===== config.mk =====
export PLATFORM = sky130hd
export DESIGN_NAME = alu_arbiter
export DESIGN_NICKNAME = d
export VERILOG_FILES = /design/src/rtl/alu_arbiter.sv
export SDC_FILE = /design/constraint.sdc
export NUM_CORES = 1
export LEC_CHECK = 0
export ABC_AREA = 0
export CAP_MARGIN = 20
export CORE_MARGIN = 2
export CORE_UTILIZATION = 41
export CTS_CLUSTER_SIZE = 12
export DETAILED_ROUTE_END_ITERATION = 10
export PLACE_DENSITY_LB_ADDON = 0.08
export SLEW_MARGIN = 20
export SYNTH_ARGS = -nofsm -noshare
export SYNTH_HDL_FRONTEND = slang
export SYNTH_SLANG_ARGS = --single-unit

===== constraint.sdc =====
create_clock -name clk -period 4.4 [get_ports clk]
set_input_delay 1.32 -clock clk [delete_from_list [all_inputs] [get_ports clk]]
set_output_delay 1.32 -clock clk [all_outputs]
set_load 0.03 [all_outputs]

===== src/rtl/alu_arbiter.sv =====
// alu_arbiter: round-robin front end that shares one registered ALU between
// NREQ requesters. Each operation is accepted over a valid/ready handshake,
// its operands are registered onto the ALU inputs, and once the ALU latency
// has elapsed the result is returned to the granted requester over valid/ready.
module alu_arbiter #(
  parameter int NREQ    = 4,
  parameter int WIDTH   = 8,
  parameter int SELW    = 4,
  parameter int ALU_LAT = 1
) (
  input  logic                  clk,
  input  logic                  rst_n,
  input  logic [NREQ-1:0]       req_valid,
  output logic [NREQ-1:0]       req_ready,
  input  logic [NREQ*WIDTH-1:0] req_a,
  input  logic [NREQ*WIDTH-1:0] req_b,
  input  logic [NREQ*SELW-1:0]  req_op,
  output logic [NREQ-1:0]       rsp_valid,
  input  logic [NREQ-1:0]       rsp_ready,
  output logic [WIDTH-1:0]      rsp_data,
  output logic                  rsp_err,
  output logic [WIDTH-1:0]      alu_a,
  output logic [WIDTH-1:0]      alu_b,
  output logic [SELW-1:0]       alu_sel,
  input  logic [WIDTH-1:0]      alu_y,
  output logic                  busy
);

  localparam int PTRW = (NREQ > 1) ? $clog2(NREQ) : 1;
  localparam int SUMW = PTRW + 1;  // holds rr_ptr + NREQ before wrapping
  localparam int CNTW = (ALU_LAT > 0) ? $clog2(ALU_LAT + 1) : 1;

  typedef enum logic [1:0] {
    IDLE = 2'd0,
    EXEC = 2'd1,
    RESP = 2'd2
  } state_t;

  state_t            state, state_nxt;
  logic [PTRW-1:0]   rr_ptr;
  logic [PTRW-1:0]   gnt;
  logic [CNTW-1:0]   cnt;

  logic [WIDTH-1:0]  field_a   [NREQ];
  logic [WIDTH-1:0]  field_b   [NREQ];
  logic [SELW-1:0]   field_op  [NREQ];

  logic              win_found;
  logic [PTRW-1:0]   win_idx;
  logic              win_legal;
  logic              accept;
  logic              lat_done;
  logic [SUMW-1:0]   sum;

  // Unpack the flat request buses into per-requester fields.
  always_comb begin
    for (int i = 0; i < NREQ; i++) begin
      field_a[i]  = req_a[i*WIDTH +: WIDTH];
      field_b[i]  = req_b[i*WIDTH +: WIDTH];
      field_op[i] = req_op[i*SELW +: SELW];
    end
  end

  // Round-robin search: first valid requester after rr_ptr, wrapping.
  always_comb begin
    // NOTE: every variable written in a combinational block gets a default
    // first, so no path leaves it unassigned and no latch is inferred.
    win_found = 1'b0;
    win_idx   = '0;
    sum       = '0;
    for (int k = 1; k <= NREQ; k++) begin
      sum = {1'b0, rr_ptr} + SUMW'(k);
      if (sum >= SUMW'(NREQ)) sum = sum - SUMW'(NREQ);
      if (!win_found && req_valid[sum[PTRW-1:0]]) begin
        win_found = 1'b1;
        win_idx   = sum[PTRW-1:0];
      end
    end
  end

  // Only select codes with all upper bits clear are real ALU operations.
  assign win_legal = (field_op[win_idx][SELW-1:2] == '0);
  assign lat_done  = (cnt == CNTW'(ALU_LAT));

  // Next-state logic and the combinational accept strobe.
  always_comb begin
    state_nxt = state;
    req_ready = '0;
    accept    = 1'b0;
    case (state)
      IDLE: begin
        if (win_found) begin
          req_ready[win_idx] = 1'b1;
          accept             = 1'b1;
          state_nxt          = win_legal ? EXEC : RESP;
        end
      end
      EXEC: begin
        if (lat_done) state_nxt = RESP;
      end
      RESP: begin
        if (rsp_ready[gnt]) state_nxt = IDLE;
      end
      default: state_nxt = IDLE;
    endcase
  end

  // State register.
  always_ff @(posedge clk or negedge rst_n) begin
    // NOTE: sequential state uses non-blocking assignments so every register
    // samples pre-edge values regardless of block evaluation order.
    if (!rst_n) state <= IDLE;
    else        state <= state_nxt;
  end

  // Datapath: operand capture on accept, latency count, result capture.
  always_ff @(posedge clk or negedge rst_n) begin
    if (!rst_n) begin
      rr_ptr   <= PTRW'(NREQ - 1);
      gnt      <= '0;
      cnt      <= '0;
      alu_a    <= '0;
      alu_b    <= '0;
      alu_sel  <= '0;
      rsp_data <= '0;
      rsp_err  <= 1'b0;
    end else begin
      case (state)
        IDLE: begin
          if (accept) begin
            alu_a   <= field_a[win_idx];
            alu_b   <= field_b[win_idx];
            alu_sel <= field_op[win_idx];
            gnt     <= win_idx;
            rr_ptr  <= win_idx;
            cnt     <= '0;
            if (!win_legal) begin
              // Illegal select: the ALU still sees the operands, but the
              // requester gets a zero result flagged as an error.
              rsp_data <= '0;
              rsp_err  <= 1'b1;
            end
          end
        end
        EXEC: begin
          cnt <= cnt + CNTW'(1);
          if (lat_done) begin
            rsp_data <= alu_y;
            rsp_err  <= 1'b0;
          end
        end
        default: ;
      endcase
    end
  end

  // Response valid is steered to the granted requester while in RESP.
  always_comb begin
    rsp_valid = '0;
    if (state == RESP) rsp_valid[gnt] = 1'b1;
  end

  assign busy = (state != IDLE);

endmodule

==> results of run 1 <==
## state kept, by name, summed over array words and instances (netlist names)
signal	count
rsp_data	8
alu_sel	4
cnt	1
gnt	2
alu_b	8
alu_a	8
state	2
rr_ptr	2
rsp_err	1
## worst min-delay path: cells and delay by family (launching register included)
| kind | cells | cell delay, ns |
|---|---|---|
| flip-flops | 1 | 0.35 |
| AO/OA/AOI/OAI | 1 | 0.06 |
| AND/OR/NAND/NOR | 1 | 0.05 |
## metal layers
layer / track usage, % / wire length [um] / up-vias
li1: - / - / 1095
met1: 21.90 / 2336 / 1002
met2: 37.61 / 3116 / 85
met3: 7.500 / 495 / 8
met4: 5.088 / 85 / 0
met5: 0 / 0 / -
## power groups by stage
| stage | sequential (mW) | clock (mW) | combinational, mW |
|---|---|---|---|
| final | 0.576 | 0.291 | 1.43 |
| after floorplan | 0.790 | 0 | 0.742 |
| after CTS | 0.577 | 0.296 | 1.45 |
| after global routing | 0.599 | 0.312 | 1.55 |
| after global placement | 0.578 | 0 | 1.43 |
| after detailed placement | 0.580 | 0 | 1.45 |
## worst paths after layout
| path | endpoint | slack [ns] | startpoint |
|---|---|---|---|
| setup / recovery | req_ready[1] | 0.13 | req_valid[1] |
| hold / removal | alu_sel[1] | 0.49 | alu_sel[1] |
| hold reg to reg | alu_sel[1] | 0.49 | alu_sel[1] |
| max in group asynchronous | alu_b[2] | 2.78 | rst_n |
| setup reg to reg | rsp_data[1] | 1.92 | rr_ptr[0] |
| min in group asynchronous | gnt[1] | 1.11 | rst_n |
## synthesized netlist by cell type (2+ instances only)
cell type,count
nand2b_1,5
buf_2,2
nor3_1,3
o21ai_1,16
buf_6,4
nor2_1,12
dfrtp_1,34
o21a_1,3
nand2_1,41
mux2_4,2
mux2i_1,41
nand3_1,2
inv_1,3
mux2_2,20
dfstp_2,2
a21oi_1,2
nor3b_1,4
o21ai_0,15
clkbuf_1,4
## cell usage in the layout, fill, tap and decap left out
cell             instances
a211o_1                  1
a211oi_1                 1
a211oi_4                 1
a21boi_0                 1
a21o_1                   1
a21oi_1                  2
and3_1                   1
and4b_1                  1
buf_2                    1
buf_4                    9
bufinv_16                1
clkbuf_8                 5
clkdlybuf4s50_1        130
clkinv_2                 1
clkinvlp_4               1
dfrtp_1                 34
dfstp_2                  2
inv_1                    3
mux2_2                  20
mux2_4                   2
mux2i_1                 41
mux4_2                   1
nand2_1                 41
nand2b_1                 5
nand3_1                  2
nor2_1                  12
nor3_1                   3
nor3_4                   1
nor3b_1                  4
o21a_1                   3
o21ai_0                 15
o21ai_1                 16
o22ai_1                  1
o22ai_4                  1
o31ai_1                  1
or2_2                    1
or2b_1                   1
or3_1                    1
## cells by family after synthesis
kind of cell    after synthesis  synth area share [%]
compound gates               44                 11.59
buf+inv                      15                 4.373
flops                        36                 39.48
mux                          64                 30.07
simple gates                 73                 14.49
## per-stage QoR
stage | setup WS (ns) | instance area, um2 | utilization [%]
2_1_floorplan | 0.1780 | 2288 | -
3_3_place_gp | 0.1932 | 3677 | 67.61
3_5_place_dp | 0.1488 | 3677 | 67.61
4_1_cts | 0.1369 | 3789 | 69.66
5_1_grt | 0.01535 | 3789 | 69.66
6_report | 0.1331 | 3789 | 69.66
## final cells by class
type | instances | area, um2 | share of cell area [%]
Tap cell | 72 | 90.09 | 2.378
Clock inverter | 3 | 42.54 | 1.123
Clock buffer | 5 | 68.82 | 1.816
Timing Repair Buffer | 140 | 1374 | 36.26
Sequential cell | 36 | 903.4 | 23.84
Multi-Input combinational cell | 181 | 1299 | 34.28
Inverter | 3 | 11.26 | 0.2972
==> metrics.md, run 1 <==
| Metric | Value |
|---|---|
| Seq/Total Area, Yosys | 39.48% |
| Slew Limit Fails | 0 |
| Crit path largest cell delay | 0.53 ns |
| Total GRT Usage | 20.37% |
| Slew HR | 47.17% |
| Overflow after GRT | 0 |
| Leading area contributor after synthesis | dfrtp_1 |
| Starting DRT DRC Count | 44 |
| Clock sinks | 36 |
| Die H | 78.71 um |
| Post-synth EDFFs | 0 |
| Initial antenna violation count | 0 |
| Crit. End Element | primary output |
| Critical Path RT | 3.08 ns |
| Sw power | 0.9790 mW |
| Vias | 2190 |
| Layout area overhead | 65.55% |
| Post-synth ARST share | 100.0% |
| Initial DRT Pass Iterations | 4 |
| Hold_ws | 0.4867 ns |
| Logic pwr share | 62.2% |
| Final Hold Viols | 0 |
| Overall Power | 2.295 mW |
| Area share of the largest cell type after synthesis | 37.18% |
| Leakage | 1.615 nW |
| Clock skew | 0.004011 ns |
| Syn Nets | 330 |
| Part of the cycle the worst path needs | 96.98% |
| IO Port Bufs | 135 |
| Dominant synthesized flop cell | dfrtp_1 |
| Yosys warns | 0 |
| Status | complete, no violations |
| Worst-path clk slew | 0.07 ns |
| Via density per instance | 4.977 |
| CTS Hold Bufs | 0 |
| Switching Share | 42.66% |
| Inserted Clock Buffers | 5 |
| Fill cells | 453 |
| CTS Root Cell | clkbuf_8 |
| Post-route setup TNS | 0 ns |
| Crit-path cells | clkdlybuf4s50_1, or2b_1, a21oi_1, nor3_4, nor3_1, buf_4 |
| Synth area leaders | dfrtp_1 (37%), mux2i_1 (18%), mux2_2 (9.8%) |
| Number of antenna diodes | 0 |
| Buf/Inv on CP | 2 |
| R2R cell count | 6 |
| Total placed cells including tap cells | 432 |
| Post-synth cell types | 36 |
| Final min period | 4.267 ns |
| Worst Hold Class | reg -> reg |
| Flop pwr share | 25.1% |
| Crit path launch type | input pin |
| CTS tree | built |
| DIE AREA | 6195 um2 |
| CP arrival | 2.95 ns |
| Worst VDD drop | 0.3260 mV |
| Routed Antenna Nets | 0 |
| Largest net degree at the start of global routing | 43 |
| Syn Std Cell Area | 2288 um2 |
| Worst-skew pair later-pin latency | 0.29 ns |
| Routed WL | 6034 um |
| Share of post-route cells with drive strength above 1 | 12.77% |
| Synth Register Bits | 36 |
| Core footprint | 5439 um2 |
| Family with the most delay on the worst path | buffers and inverters |
| GPL Wtd Cong | 0.8623 |
| Pwr/cell area | 605.7 nW/um2 |
| CP max-delay cell | clkdlybuf4s50_1 |
| Critical path type | in -> out |
| Setup Viol. Count Final | 0 |
| DRC errors left | 0 |
| Clk buf depth | 2 |
| Vias in the first global route | 2224 |
| Worst Hold Depth | 2 |
| Global-route wire length before repair | 10030 um |
| Routed len/inst | 13.71 um |
| Post-CTS setup buffers | 0 |
| Row cnt | 27 |
| Worst slew pin tran | 0.7924 ns |
| Post-CTS sizing | 0 |
| Fin cells | 440 |
| DP Wirelength | 4739 um |
| Internal | 1.316 mW |
| F_max | 0.2344 GHz |
| I/O pin count | 136 |
| CP Depth | 6 |
| Critical path peak fanout | 5 |
| RSZ-0062 raised after global routing | false |
| Final #Nets | 465 |
| H-tree depth | 2 |
| Die width | 78.71 um |
| Avg Inst Size Synth | 9.864 um2 |
| Cells after synthesis | 232 |
| Clk pwr share | 12.7% |
| Max Cap Violations | 0 |
| Starting Density | 42.08% |
No activity file was read; power rests on OpenSTA's default activity.
==> run 2, diff against run 1 <==
--- a/config.mk
+++ b/config.mk
@@ -12,7 +12,7 @@
 export CTS_CLUSTER_SIZE = 12
 export DETAILED_ROUTE_END_ITERATION = 10
 export PLACE_DENSITY_LB_ADDON = 0.08
-export SLEW_MARGIN = 20
 export SYNTH_ARGS = -nofsm -noshare
 export SYNTH_HDL_FRONTEND = slang
 export SYNTH_SLANG_ARGS = --single-unit
+export TNS_END_PERCENT = 100
==> results of run 2 <==
No change in the layout: final DEF, timing and power equal those of run 1.
